--- config.mk ---
export PLATFORM = sky130hd
export DESIGN_NAME = bcd_tick_display
export DESIGN_NICKNAME = d
export VERILOG_FILES = /design/src/rtl/seg7_defs.sv /design/src/rtl/seg7_decode.sv /design/src/rtl/bcd_tick_display.sv
export SDC_FILE = /design/constraint.sdc
export NUM_CORES = 1
export LEC_CHECK = 0
export CAP_MARGIN = 40
export CORE_UTILIZATION = 25
export CTS_BUF_LIST = sky130_fd_sc_hd__clkbuf_4
export CTS_CLUSTER_DIAMETER = 120
export DETAILED_ROUTE_END_ITERATION = 12
export GPL_TIMING_DRIVEN = 0
export PLACE_DENSITY = 0.55
export SYNTH_ARGS = -nofsm -noshare
export SYNTH_HDL_FRONTEND = slang
export SYNTH_SLANG_ARGS = --single-unit
--- constraint.sdc ---
create_clock -name clk -period 1.83 [get_ports clk]
set_clock_uncertainty 0.05 [all_clocks]
set_input_delay 0.366 -clock clk [delete_from_list [all_inputs] [get_ports clk]]
set_output_delay 0.366 -clock clk [all_outputs]
set_load 0.02 [all_outputs]
--- src/rtl/seg7_defs.sv ---
// Shared seven-segment definitions: active-low glyphs {g,f,e,d,c,b,a},
// idle digit-enable pattern and BCD digit width.
package seg7_defs;

  localparam int BCD_W = 4;

  typedef logic [BCD_W-1:0] bcd_digit_t;

  localparam logic [6:0] SEG_0     = 7'b1000000;
  localparam logic [6:0] SEG_1     = 7'b1111001;
  localparam logic [6:0] SEG_2     = 7'b0100100;
  localparam logic [6:0] SEG_3     = 7'b0110000;
  localparam logic [6:0] SEG_4     = 7'b0011001;
  localparam logic [6:0] SEG_5     = 7'b0010010;
  localparam logic [6:0] SEG_6     = 7'b0000010;
  localparam logic [6:0] SEG_7     = 7'b1111000;
  localparam logic [6:0] SEG_8     = 7'b0000000;
  localparam logic [6:0] SEG_9     = 7'b0010000;
  localparam logic [6:0] SEG_BLANK = 7'h7F;

  localparam logic [3:0] AN_IDLE = 4'b1111;

endpackage

--- src/rtl/seg7_decode.sv ---
// Combinational BCD-to-seven-segment decoder, active-low outputs.
// Codes above 9, or an asserted blank flag, produce an unlit digit.
module seg7_decode
  import seg7_defs::*;
(
  input  bcd_digit_t  digit_i,
  input  logic        blank_i,
  output logic [6:0]  seg_o
);

  always_comb begin
    // NOTE: default assignment first so every path drives seg_o and no latch is inferred.
    seg_o = SEG_BLANK;
    if (!blank_i) begin
      case (digit_i)
        4'd0:    seg_o = SEG_0;
        4'd1:    seg_o = SEG_1;
        4'd2:    seg_o = SEG_2;
        4'd3:    seg_o = SEG_3;
        4'd4:    seg_o = SEG_4;
        4'd5:    seg_o = SEG_5;
        4'd6:    seg_o = SEG_6;
        4'd7:    seg_o = SEG_7;
        4'd8:    seg_o = SEG_8;
        4'd9:    seg_o = SEG_9;
        default: seg_o = SEG_BLANK;
      endcase
    end
  end

endmodule

--- src/rtl/bcd_tick_display.sv ---
// 4-digit up/down BCD counter advanced on rising edges of cnt_en, with a
// multiplexed common-anode display driver. LEAD_ZERO_BLANK_EN blanks leading zeros.
module bcd_tick_display
  import seg7_defs::*;
#(
  parameter int SCAN_DIV = 100000,
  parameter int SCAN_W   = 20
) (
  input  logic                 clk,
  input  logic                 rst_n,
  input  logic                 cnt_en,
  input  logic                 up_dn,
  input  logic                 pause,
  output logic [4*BCD_W-1:0]   bcd,
  output logic                 wrap,
  output logic [3:0]           an,
  output logic [6:0]           seg
);

  logic                cnt_en_q;
  logic                tick;
  logic [4*BCD_W-1:0]  bcd_q, bcd_d;
  logic                wrap_q, wrap_d;
  logic [SCAN_W-1:0]   div_q;
  logic [1:0]          sel_q;
  logic [3:0]          an_q, an_d;
  logic [6:0]          seg_q, seg_d;
  bcd_digit_t          cur_digit;
  bcd_digit_t          step_digit;
  logic                step_carry;
  logic                blank;

  assign tick = cnt_en & ~cnt_en_q;

  // Ripple a carry (up) or borrow (down) through the digits; a carry out of
  // d3 means the whole count wrapped.
  always_comb begin
    bcd_d      = bcd_q;
    step_carry = 1'b1;
    step_digit = '0;
    for (int i = 0; i < 4; i++) begin
      step_digit = bcd_q[i*BCD_W +: BCD_W];
      if (step_carry) begin
        if (up_dn) begin
          if (step_digit == 4'd9) begin
            bcd_d[i*BCD_W +: BCD_W] = 4'd0;
          end else begin
            bcd_d[i*BCD_W +: BCD_W] = step_digit + 4'd1;
            step_carry = 1'b0;
          end
        end else begin
          if (step_digit == 4'd0) begin
            bcd_d[i*BCD_W +: BCD_W] = 4'd9;
          end else begin
            bcd_d[i*BCD_W +: BCD_W] = step_digit - 4'd1;
            step_carry = 1'b0;
          end
        end
      end
    end
    wrap_d = step_carry;
  end

  assign cur_digit = bcd_q[sel_q*BCD_W +: BCD_W];

`ifdef LEAD_ZERO_BLANK_EN
  // Shifting out the lower digits leaves this digit and all higher ones.
  assign blank = (sel_q != 2'd0) && ((bcd_q >> (sel_q * BCD_W)) == '0);
`else
  assign blank = 1'b0;
`endif

  seg7_decode u_decode (
    .digit_i (cur_digit),
    .blank_i (blank),
    .seg_o   (seg_d)
  );

  assign an_d = AN_IDLE & ~(4'b0001 << sel_q);

  always_ff @(posedge clk) begin
    // NOTE: non-blocking assignments so every register samples pre-edge values.
    if (!rst_n) begin
      cnt_en_q <= 1'b1;  // suppress a false tick if cnt_en is high at release
      bcd_q    <= '0;
      wrap_q   <= 1'b0;
      div_q    <= '0;
      sel_q    <= 2'd0;
      an_q     <= 4'b1110;
      seg_q    <= SEG_0;
    end else begin
      cnt_en_q <= cnt_en;
      if (tick && !pause) begin
        bcd_q  <= bcd_d;
        wrap_q <= wrap_d;
      end else begin
        wrap_q <= 1'b0;
      end
      if (div_q == SCAN_W'(SCAN_DIV - 1)) begin
        div_q <= '0;
        sel_q <= sel_q + 2'd1;
      end else begin
        div_q <= div_q + SCAN_W'(1);
      end
      an_q  <= an_d;
      seg_q <= seg_d;
    end
  end

  assign bcd  = bcd_q;
  assign wrap = wrap_q;
  assign an   = an_q;
  assign seg  = seg_q;

endmodule

==> results of run 1 <==
synthesized netlist by cell type, types with 2 or more instances:
| library cell | n | area [um2] |
|---|---|---|
| sky130_fd_sc_hd__or2_2 | 3 | 18.77 |
| sky130_fd_sc_hd__and2_1 | 3 | 18.77 |
| sky130_fd_sc_hd__and3_1 | 4 | 25.02 |
| sky130_fd_sc_hd__inv_1 | 13 | 48.80 |
| sky130_fd_sc_hd__or4_1 | 6 | 45.04 |
| sky130_fd_sc_hd__nand3_1 | 9 | 45.04 |
| sky130_fd_sc_hd__ha_1 | 10 | 125.1 |
| sky130_fd_sc_hd__nor3_1 | 11 | 55.05 |
| sky130_fd_sc_hd__nand4_1 | 4 | 25.02 |
| sky130_fd_sc_hd__xnor2_1 | 13 | 113.9 |
| sky130_fd_sc_hd__or3_1 | 5 | 31.28 |
| sky130_fd_sc_hd__nand3b_1 | 4 | 30.03 |
| sky130_fd_sc_hd__a311oi_1 | 2 | 17.52 |
| sky130_fd_sc_hd__nor4_1 | 5 | 31.28 |
| sky130_fd_sc_hd__nor2_1 | 38 | 142.6 |
| sky130_fd_sc_hd__clkbuf_1 | 25 | 93.84 |
| sky130_fd_sc_hd__nor2b_1 | 6 | 37.54 |
| sky130_fd_sc_hd__nand2b_1 | 4 | 25.02 |
| sky130_fd_sc_hd__dfxtp_1 | 51 | 1021 |
| sky130_fd_sc_hd__o21ai_1 | 2 | 10.01 |
| sky130_fd_sc_hd__o22ai_1 | 5 | 31.28 |
| sky130_fd_sc_hd__and4_1 | 2 | 17.52 |
| sky130_fd_sc_hd__buf_2 | 4 | 20.02 |
| sky130_fd_sc_hd__o221a_2 | 3 | 33.78 |
| sky130_fd_sc_hd__a21oi_1 | 18 | 90.09 |
| sky130_fd_sc_hd__xor2_1 | 2 | 17.52 |
| sky130_fd_sc_hd__a32oi_1 | 2 | 17.52 |
| sky130_fd_sc_hd__o211ai_1 | 3 | 22.52 |
| sky130_fd_sc_hd__o31ai_1 | 7 | 52.55 |
| sky130_fd_sc_hd__a31oi_1 | 5 | 31.28 |
| sky130_fd_sc_hd__mux4_2 | 4 | 90.09 |
| sky130_fd_sc_hd__o21ai_0 | 16 | 80.08 |
| sky130_fd_sc_hd__a22oi_1 | 2 | 15.01 |
| sky130_fd_sc_hd__nand2_1 | 24 | 90.09 |
| sky130_fd_sc_hd__a211oi_1 | 3 | 22.52 |
| sky130_fd_sc_hd__mux2i_1 | 10 | 100.1 |
cell usage in the layout, fill, tap and decap left out, types with 4 or more instances in the layout:
master                            instances
sky130_fd_sc_hd__a21oi_1                 18
sky130_fd_sc_hd__clkdlybuf4s50_1         21
sky130_fd_sc_hd__clkbuf_2                 5
sky130_fd_sc_hd__clkbuf_4                 8
sky130_fd_sc_hd__nand3_1                  9
sky130_fd_sc_hd__mux2i_1                 10
sky130_fd_sc_hd__nand2_1                 23
sky130_fd_sc_hd__nand3b_1                 4
sky130_fd_sc_hd__o22ai_1                  5
sky130_fd_sc_hd__o31ai_1                  7
sky130_fd_sc_hd__dfxtp_2                 13
sky130_fd_sc_hd__nor3_1                  10
sky130_fd_sc_hd__buf_4                   21
sky130_fd_sc_hd__nor2b_1                  6
sky130_fd_sc_hd__buf_6                    7
sky130_fd_sc_hd__or3_1                    4
sky130_fd_sc_hd__nor4_1                   5
sky130_fd_sc_hd__ha_4                     4
sky130_fd_sc_hd__xnor2_1                 13
sky130_fd_sc_hd__nor2_1                  38
sky130_fd_sc_hd__dfxtp_4                  4
sky130_fd_sc_hd__ha_1                     6
sky130_fd_sc_hd__dlymetal6s2s_1           5
sky130_fd_sc_hd__dfxtp_1                 34
sky130_fd_sc_hd__a31oi_1                  5
sky130_fd_sc_hd__nand4_1                  4
sky130_fd_sc_hd__o21ai_0                 15
sky130_fd_sc_hd__or4_1                    5
sky130_fd_sc_hd__clkbuf_1                11
sky130_fd_sc_hd__dlygate4sd2_1            5
sky130_fd_sc_hd__inv_1                    9
sky130_fd_sc_hd__mux4_2                   4
power by group through the flow:
stage | clock network [uW] | registers (uW) | logic, uW
final | 655 | 1130 | 209
after global routing | 711 | 1130 | 225
after CTS | 679 | 1140 | 189
after detailed placement | 0 | 1160 | 169
after global placement | 0 | 1160 | 166
after floorplan | 0 | 1170 | 105
routing by layer:
layer	vias up	share of wire (%)
li1	1386	-
met4	0	1.5
met3	6	5.6
met1	1286	47
met2	77	46
met5	-	0
registers in the layout, indices dropped and copies added (netlist names):
register,count
an,4
bcd,16
cnt_en_q,1
div_q,20
seg,7
sel_q,2
wrap,1
worst paths after layout:
check                              from                   to  slack (ps)  cells after the start
setup / recovery  sel_q[0]$_SDFFE_PN0N_    seg[2]$_SDFF_PN0_         -40                      7
hold / removal                    rst_n  cnt_en_q$_SDFF_PN1_         300                      2
setup reg to reg  sel_q[0]$_SDFFE_PN0N_    seg[2]$_SDFF_PN0_         -40                      7
hold reg to reg     div_q[0]$_SDFF_PP0_  div_q[0]$_SDFF_PP0_         420                      1
layout make-up:
class	count	area (um2)	area share, %
multi-input cells	258	1872	47.69
flip-flops and latches	51	1052	26.81
repair buffers	52	481.7	12.27
plain buffers	30	207.7	5.292
well taps	143	178.9	4.559
inverters	14	55.05	1.403
clock buffers	5	37.54	0.9563
clock inverters	2	37.54	0.9563
diodes	1	2.502	0.06376
cell families (layout without fill, tap and decap cells):
logic type | count (synthesis) | count (layout)
fa+ha+maj | 10 | 10
flops | 51 | 51
xor+xnor | 15 | 15
buf+inv | 44 | 103
other cells | 0 | 1
mux | 15 | 15
simple gates | 138 | 138
compound gates | 80 | 80
per-stage QoR:
| step | cells | util (%) | setup slack, ps | power, uW |
|---|---|---|---|---|
| 2_1_floorplan | 353 | - | -1.978 | 1270 |
| 3_5_place_dp | 527 | 30.21 | -739.9 | 1328 |
| 5_1_grt | 556 | 34.37 | -106.7 | 2071 |
| 6_report | 556 | 34.37 | -37.93 | 1996 |
| 4_1_cts | 548 | 32.85 | -86.21 | 2004 |
| 3_3_place_gp | 527 | 30.21 | -716.7 | 1324 |
what timing repair did:
item                                    CTS  global route
endpoints found under the setup margin   46            33
resized for setup                        42            47
pin swaps                                 8            10
buffers inserted                         14             7
==> impl_results.html, run 1 <==
<table>
<tr><th>Metric</th><th>Value</th></tr>
<tr><th colspan="2">Synth</th></tr>
<tr><td>Post-synthesis area per instance</td><td>around 8.3 um2</td></tr>
<tr><td>Adder-cell area share of the yosys netlist</td><td>~4.3%</td></tr>
<tr><td>Main combinational cell family by area after synthesis</td><td>simple AND/OR/NAND/NOR gates</td></tr>
<tr><td>Proportion of synthesized chip area in sequential cells</td><td>about a third</td></tr>
<tr><td>Share of the synthesized area in compound gates (AO/OA/AOI/OAI)</td><td>18.22%</td></tr>
<tr><td>Synth warnings</td><td>0</td></tr>
<tr><td>Flip-flop cell with the highest count after synthesis</td><td>sky130_fd_sc_hd__dfxtp_1</td></tr>
<tr><td>Portion of netlist area occupied by mux cells</td><td>approximately 6.9%</td></tr>
<tr><td>Post-synthesis simple-gate area fraction</td><td>approximately 25%</td></tr>
<tr><td>Async set or reset register ratio after synthesis</td><td>0%</td></tr>
<tr><td>Synthesized flop and latch total</td><td>51</td></tr>
<tr><td>Count of flip-flops with a built-in enable after synthesis</td><td>0</td></tr>
<tr><td>Number of unique standard cell types used by synthesis</td><td>61</td></tr>
<tr><td>XOR/XNOR share of the synthesized area</td><td>about 4.5%</td></tr>
<tr><td>Cell Area, Synth</td><td>slightly below 0.003 mm2</td></tr>
<tr><td>Gate Count Post-Synth</td><td>~350</td></tr>
<tr><td>Nets in the synthesized netlist</td><td>about 370</td></tr>
<tr><th colspan="2">Global route</th></tr>
<tr><td>Global router's overall resource usage</td><td>between 10% and 20%</td></tr>
<tr><td>Grt ovf</td><td>0</td></tr>
<tr><td>Met3 usage</td><td>2.704%</td></tr>
<tr><td>Wire length of the first global-routing pass</td><td>about 12000 um</td></tr>
<tr><td>GR Util met2</td><td>around 20%</td></tr>
<tr><td>Initial antenna violation count</td><td>1</td></tr>
<tr><td>Grt peak-use layer</td><td>met2</td></tr>
<tr><td>Number of global-route vias before repair</td><td>2472</td></tr>
<tr><td>Pin count of the biggest net entering global routing</td><td>16</td></tr>
<tr><td>Routing usage on met1</td><td>between 10% and 20%</td></tr>
<tr><th colspan="2">Placement</th></tr>
<tr><td>RD Place Congestion</td><td>approximately 0.79</td></tr>
<tr><td>Cell area after placement</td><td>roughly 0.0034 mm2</td></tr>
<tr><td>Port buffer count</td><td>31</td></tr>
<tr><td>Hpwl dp</td><td>between 5000 and 6000 um</td></tr>
<tr><th colspan="2">Detailed routing</th></tr>
<tr><td>Number of DRC violations after detailed routing</td><td>0</td></tr>
<tr><td>Initial DRC Count</td><td>roughly 190</td></tr>
<tr><td>Pre-Repair DR Iteration Count</td><td>4</td></tr>
<tr><td>Routed via count</td><td>around 2800</td></tr>
<tr><td>DR vias/cell</td><td>roughly 5.0</td></tr>
<tr><td>Number of nets with antenna violations after routing</td><td>0</td></tr>
<tr><td>Wire length after detailed routing</td><td>7683 um</td></tr>
<tr><td>Average wire per standard cell</td><td>between 10 and 15 um</td></tr>
<tr><th colspan="2">CTS</th></tr>
<tr><td>Clock transition at path regs</td><td>~150 ps</td></tr>
<tr><td>Max Buffers Root-to-Sink</td><td>2</td></tr>
<tr><td>Clock root cell</td><td>sky130_fd_sc_hd__clkbuf_4</td></tr>
<tr><td>Clock latency at the later pin of the worst-skew pair</td><td>approximately 380 ps</td></tr>
<tr><td>Clock tree from TritonCTS</td><td>done</td></tr>
<tr><td>CTS HTree Levels</td><td>2</td></tr>
<tr><td>CTS hold repair buffers</td><td>0</td></tr>
<tr><td>Total CTS buffers</td><td>5</td></tr>
<tr><td>CTS sink cnt</td><td>51</td></tr>
<tr><th colspan="2">Timing</th></tr>
<tr><td>Max-slew headroom at the worst pin</td><td>approximately 55%</td></tr>
<tr><td>Hold slack final</td><td>around 300 ps</td></tr>
<tr><td>Transition time at the pin with the least slew margin</td><td>between 600 and 700 ps</td></tr>
<tr><td>Setup TNS after final layout</td><td>-139.2 ps</td></tr>
<tr><td>Number of max-slew violations in the final report</td><td>0</td></tr>
<tr><td>Final worst path period share</td><td>102.1%</td></tr>
<tr><td>Number of failing setup endpoints in the final timing report</td><td>6</td></tr>
<tr><td>Unrepaired setup endpoints after global routing</td><td>yes</td></tr>
<tr><td>Time the final worst path needs with I/O delays and setup</td><td>1868 ps</td></tr>
<tr><td>Post-route worst setup slack</td><td>-37.93 ps</td></tr>
<tr><td>Final count of hold timing violations</td><td>0</td></tr>
<tr><td>Max frequency</td><td>between 500 and 600 MHz</td></tr>
<tr><th colspan="2">Worst setup path</th></tr>
<tr><td>Cells along the critical path</td><td>buf_6 &gt; mux4_2 &gt; inv_4 &gt; ha_4 &gt; inv_2 &gt; or3_1 &gt; a21oi_1</td></tr>
<tr><td>Endpoint required time on the critical path</td><td>2080 ps</td></tr>
<tr><td>Nature of the critical path startpoint</td><td>flop</td></tr>
<tr><td>CP endpoint kind</td><td>flop</td></tr>
<tr><td>Kind of cell adding the most delay to the critical path</td><td>multiplexers</td></tr>
<tr><td>Critical setup path kind</td><td>reg -&gt; reg</td></tr>
<tr><td>Number of buffer and inverter instances along the worst setup path</td><td>3</td></tr>
<tr><td>Biggest fanout along the worst timing path</td><td>5</td></tr>
<tr><td>Delay contributed by the slowest stage of the critical path</td><td>a little under 600 ps</td></tr>
<tr><td>Crit path arrival time</td><td>between 2000 and 2500 ps</td></tr>
<tr><td>Slowest cell on crit path</td><td>sky130_fd_sc_hd__mux4_2</td></tr>
<tr><th colspan="2">Run status</th></tr>
<tr><td>Failing checks</td><td>negative setup slack</td></tr>
<tr><td>Run status</td><td>complete, but fails checks</td></tr>
<tr><th colspan="2">Final layout</th></tr>
<tr><td>Area grow syn2layout</td><td>34.46%</td></tr>
<tr><td>Share of final-layout standard cells stronger than drive strength 1</td><td>between 20% and 30%</td></tr>
<tr><td>Non-Filler Cell Area, Final</td><td>between 0.003 and 0.004 mm2</td></tr>
<tr><td>Final net count</td><td>427</td></tr>
<tr><td>Filler instances</td><td>around 1200</td></tr>
<tr><th colspan="2">Power</th></tr>
<tr><td>Psw</td><td>503.9 uW</td></tr>
<tr><td>Sequential fraction of design power</td><td>56.7%</td></tr>
<tr><td>Relative contribution of the clock network to total power</td><td>between 30% and 40%</td></tr>
<tr><td>Leakage dissipation</td><td>around 0.0014 uW</td></tr>
<tr><td>Combinational cell fraction of total power</td><td>10.5%</td></tr>
<tr><td>Pwr per Cell Area</td><td>around 510 mW/mm2</td></tr>
<tr><td>Total internal power</td><td>1492 uW</td></tr>
<tr><td>Switching Share</td><td>approximately 25%</td></tr>
<tr><td>Worst VDD drop</td><td>0.3482 mV</td></tr>
<tr><th colspan="2">Floorplanning</th></tr>
<tr><td>Initial Utilization</td><td>about 26%</td></tr>
<tr><td>Die boundary height</td><td>~110 um</td></tr>
<tr><td>Number of ports placed on the die boundary</td><td>33</td></tr>
<tr><td>Die width</td><td>110.1 um</td></tr>
<tr><td>Site Rows</td><td>39</td></tr>
<tr><td>Area of the die</td><td>between 0.01 and 0.015 mm2</td></tr>
<tr><td>Floorplan Core Area</td><td>~0.011 mm2</td></tr>
<tr><th colspan="2">Run</th></tr>
<tr><td>Max-cap violations</td><td>0</td></tr>
<tr><th colspan="2">Hold path</th></tr>
<tr><td>Class of the tightest hold or removal check</td><td>in -&gt; reg</td></tr>
</table>
No activity file was read; power rests on OpenSTA's default activity.
==> run 2, diff against run 1 <==
--- a/config.mk
+++ b/config.mk
@@ -7,8 +7,8 @@
 export LEC_CHECK = 0
 export CAP_MARGIN = 40
 export CORE_UTILIZATION = 25
-export CTS_BUF_LIST = sky130_fd_sc_hd__clkbuf_4
-export CTS_CLUSTER_DIAMETER = 120
+export CTS_BUF_LIST = sky130_fd_sc_hd__clkbuf_2
+export CTS_CLUSTER_DIAMETER = 60
 export DETAILED_ROUTE_END_ITERATION = 12
 export GPL_TIMING_DRIVEN = 0
 export PLACE_DENSITY = 0.55
==> run 2 against run 1 <==
Fmax down 0.49%. Non-clock buffer count increased by 7. Sequential share of layout area rose by 0.22 points. Hold slack worse by 85 ps. Highest routed layer unchanged. Cell area is 0.45% lower. The run still ends with negative setup slack left. Critical path depth down 1. Setup slack got worse by 9.2 ps. First-iteration DRC count shrank 14%. Count of clock-buffer cells in the layout unchanged.
==> impl_results.html, run 2 (synthesis gave the netlist of run 1 again) <==
<table>
<tr><th>Metric</th><th>Value</th></tr>
<tr><th colspan="2">Run status</th></tr>
<tr><td>Run status</td><td>complete, but fails checks</td></tr>
<tr><td>Failing checks</td><td>negative setup slack</td></tr>
<tr><th colspan="2">Placement</th></tr>
<tr><td>Number of cells after detailed placement</td><td>527 (unchanged)</td></tr>
<tr><td>Port buffer count</td><td>31 (unchanged)</td></tr>
<tr><td>Cell area after placement</td><td>0.003450 mm2 (unchanged)</td></tr>
<tr><td>Hpwl dp</td><td>5211 um (unchanged)</td></tr>
<tr><td>RD Place Congestion</td><td>0.7946 (unchanged)</td></tr>
<tr><th colspan="2">Final layout</th></tr>
<tr><td>Top reg by flops</td><td>div_q</td></tr>
<tr><td>Combined area of the multi-input logic cells</td><td>0.001834 mm2 (-2.0%)</td></tr>
<tr><td>Share of final-layout standard cells stronger than drive strength 1</td><td>26.49% (+1.7 points)</td></tr>
<tr><td>Area grow syn2layout</td><td>33.86%</td></tr>
<tr><td>Filler instances</td><td>1235 (+0.41%)</td></tr>
<tr><td>Leading cell type in the layout, fill and taps excluded</td><td>sky130_fd_sc_hd__nor2_1</td></tr>
<tr><td>Final net count</td><td>434 (+1.6%)</td></tr>
<tr><td>Number of standard cells in the final layout excluding fillers</td><td>563 (+1.3%)</td></tr>
<tr><td>Max FFs per register</td><td>20 (unchanged)</td></tr>
<tr><td>Commonest cells after routing, fill and taps aside</td><td>sky130_fd_sc_hd__nor2_1 (38), sky130_fd_sc_hd__dfxtp_1 (31), sky130_fd_sc_hd__buf_4 (26)</td></tr>
<tr><td>Non-Filler Cell Area, Final</td><td>0.003908 mm2 (-0.45%)</td></tr>
<tr><td>Area used by sequential logic in the layout</td><td>0.001056 mm2 (+0.36%)</td></tr>
<tr><th colspan="2">Global route</th></tr>
<tr><td>Initial antenna violation count</td><td>1 (unchanged)</td></tr>
<tr><td>Grt ovf</td><td>0 (unchanged)</td></tr>
<tr><td>Global router's overall resource usage</td><td>12.68% (about the same)</td></tr>
<tr><td>Pin count of the biggest net entering global routing</td><td>16 (unchanged)</td></tr>
<tr><td>Wire length of the first global-routing pass</td><td>11860 um (-0.11%)</td></tr>
<tr><td>Number of global-route vias before repair</td><td>2488 (+0.65%)</td></tr>
<tr><th colspan="2">Worst setup path</th></tr>
<tr><td>Endpoint required time on the critical path</td><td>2140 ps (+60 ps)</td></tr>
<tr><td>Number of buffer and inverter instances along the worst setup path</td><td>2 (-1)</td></tr>
<tr><td>Delay contributed by the slowest stage of the critical path</td><td>610 ps (+30 ps)</td></tr>
<tr><td>Cells along the critical path</td><td>buf_6 &gt; buf_4 &gt; mux4_2 &gt; mux2_2 &gt; o21ai_2 &gt; nor2_1</td></tr>
<tr><td>Nature of the critical path startpoint</td><td>flop</td></tr>
<tr><td>Crit path arrival time</td><td>2190 ps (+70 ps)</td></tr>
<tr><td>Biggest fanout along the worst timing path</td><td>8 (+3)</td></tr>
<tr><td>Critical setup path kind</td><td>reg -&gt; reg</td></tr>
<tr><td>Slowest cell on crit path</td><td>sky130_fd_sc_hd__mux4_2</td></tr>
<tr><td>Kind of cell adding the most delay to the critical path</td><td>multiplexers</td></tr>
<tr><td>CP endpoint kind</td><td>flop</td></tr>
<tr><th colspan="2">Detailed routing</th></tr>
<tr><td>Routed via count</td><td>2803 (+1.7%)</td></tr>
<tr><td>Number of nets with antenna violations after routing</td><td>0 (unchanged)</td></tr>
<tr><td>Wire length after detailed routing</td><td>7784 um (+1.3%)</td></tr>
<tr><td>Average wire per standard cell</td><td>13.83 um (about the same)</td></tr>
<tr><td>Initial DRC Count</td><td>166 (-14%)</td></tr>
<tr><td>DR vias/cell</td><td>4.979 (+0.48%)</td></tr>
<tr><td>Number of DRC violations after detailed routing</td><td>0 (unchanged)</td></tr>
<tr><td>Pre-Repair DR Iteration Count</td><td>5 (+1)</td></tr>
<tr><th colspan="2">Floorplanning</th></tr>
<tr><td>Initial Utilization</td><td>25.56% (unchanged)</td></tr>
<tr><td>Floorplan Core Area</td><td>0.01142 mm2 (unchanged)</td></tr>
<tr><td>Area of the die</td><td>0.01211 mm2 (unchanged)</td></tr>
<tr><td>Number of ports placed on the die boundary</td><td>33 (unchanged)</td></tr>
<tr><td>Die width</td><td>110.1 um (unchanged)</td></tr>
<tr><td>Site Rows</td><td>39 (unchanged)</td></tr>
<tr><td>Die boundary height</td><td>110.1 um (unchanged)</td></tr>
<tr><th colspan="2">Power</th></tr>
<tr><td>Total power after layout</td><td>1935 uW (-3.0%)</td></tr>
<tr><td>Combinational cell fraction of total power</td><td>10.3% (-0.2 points)</td></tr>
<tr><td>Pwr per Cell Area</td><td>495.2 mW/mm2 (-2.6%)</td></tr>
<tr><td>Relative contribution of the clock network to total power</td><td>31.1% (-1.7 points)</td></tr>
<tr><td>Total internal power</td><td>1431 uW (-4.1%)</td></tr>
<tr><td>Psw</td><td>504.5 uW (+0.12%)</td></tr>
<tr><td>Sequential fraction of design power</td><td>58.7% (+2.0 points)</td></tr>
<tr><td>Worst VDD drop</td><td>0.3456 mV (-0.72%)</td></tr>
<tr><td>Leakage dissipation</td><td>0.001500 uW (+6.1%)</td></tr>
<tr><td>Switching Share</td><td>26.07% (+0.82 points)</td></tr>
<tr><th colspan="2">Timing</th></tr>
<tr><td>Post-route worst setup slack</td><td>-47.18 ps (-9.250 ps)</td></tr>
<tr><td>Transition time at the pin with the least slew margin</td><td>669.4 ps (-5.267 ps)</td></tr>
<tr><td>Max frequency</td><td>532.7 MHz (-0.49%)</td></tr>
<tr><td>Final worst path period share</td><td>102.6% (+0.51 points)</td></tr>
<tr><td>Time the final worst path needs with I/O delays and setup</td><td>1877 ps (+9.250 ps)</td></tr>
<tr><td>Final count of hold timing violations</td><td>0 (unchanged)</td></tr>
<tr><td>Number of failing setup endpoints in the final timing report</td><td>6 (unchanged)</td></tr>
<tr><td>Number of max-slew violations in the final report</td><td>0 (unchanged)</td></tr>
<tr><td>Unrepaired setup endpoints after global routing</td><td>yes</td></tr>
<tr><td>Max-slew headroom at the worst pin</td><td>55.37% (+0.35 points)</td></tr>
<tr><th colspan="2">CTS</th></tr>
<tr><td>Clock transition at path regs</td><td>250 ps (+100 ps)</td></tr>
<tr><td>CTS HTree Levels</td><td>2 (unchanged)</td></tr>
<tr><td>Clock latency at the later pin of the worst-skew pair</td><td>460 ps (+80 ps)</td></tr>
<tr><td>Clock tree from TritonCTS</td><td>done</td></tr>
<tr><td>Clock root cell</td><td>sky130_fd_sc_hd__clkbuf_2</td></tr>
<tr><td>CTS hold repair buffers</td><td>0 (unchanged)</td></tr>
<tr><td>Total CTS buffers</td><td>5 (unchanged)</td></tr>
<tr><td>CTS sink cnt</td><td>51 (unchanged)</td></tr>
<tr><td>Max Buffers Root-to-Sink</td><td>2 (unchanged)</td></tr>
<tr><th colspan="2">Run</th></tr>
<tr><td>Max-cap violations</td><td>0 (unchanged)</td></tr>
<tr><th colspan="2">Hold path</th></tr>
<tr><td>Class of the tightest hold or removal check</td><td>in -&gt; reg</td></tr>
</table>
-- run 2: routing by layer --
metal	up-vias	track usage (%)	part of all wire, %
met1	1323	16.35	48
met4	0	5.714	1.8
met2	69	20.18	46
met5	-	0	0
li1	1402	-	-
met3	9	2.763	4.7
-- run 2: metrics by stage --
| step | setup WS, ps | hold WS [ps] | TNS, ps | util [%] |
|---|---|---|---|---|
| 2_1_floorplan | -1.978 | 375.6 | -1.978 | - |
| 3_3_place_gp | -716.7 | 390.9 | -12980 | 30.21 |
| 3_5_place_dp | -739.9 | 401.6 | -13880 | 30.21 |
| 4_1_cts | -100.5 | 201.3 | -254.5 | 32.42 |
| 5_1_grt | -107.8 | 202.4 | -588.3 | 34.22 |
| 6_report | -47.18 | 214.6 | -216.7 | 34.22 |
-- run 2: worst paths after layout --
kind / from / end / slack, ps / cells past startpoint
max reg2reg: sel_q[0]$_SDFFE_PN0N_ / seg[0]$_SDFF_PN0_ / -50 / 6
min reg2reg: div_q[0]$_SDFF_PP0_ / div_q[0]$_SDFF_PP0_ / 430 / 1
max: sel_q[0]$_SDFFE_PN0N_ / seg[0]$_SDFF_PN0_ / -50 / 6
min: rst_n / cnt_en_q$_SDFF_PN1_ / 210 / 2
-- run 2: power by group through the flow --
stage	Clock [uW]	Combinational [uW]	Sequential (uW)
after floorplan	0	105	1170
final	602	198	1140
after CTS	622	185	1140
after global placement	0	166	1160
after global routing	657	216	1140
after detailed placement	0	169	1160
-- run 2: final cells by class --
cell class / count / share of cell area (%)
diodes: 1 / 0.06404
plain buffers: 29 / 5.155
clock buffers: 5 / 0.6404
clock inverters: 2 / 0.9606
inverters: 14 / 1.345
multi-input cells: 258 / 46.94
flip-flops and latches: 51 / 27.03
well taps: 143 / 4.579
repair buffers: 60 / 13.29
-- run 2: repair_timing --
| action | in CTS | in global routing |
|---|---|---|
| pin swaps | 8 | 10 |
| resized for setup | 57 | 47 |
| setup endpoints to repair | 64 | 30 |
| buffers inserted | 15 | 14 |
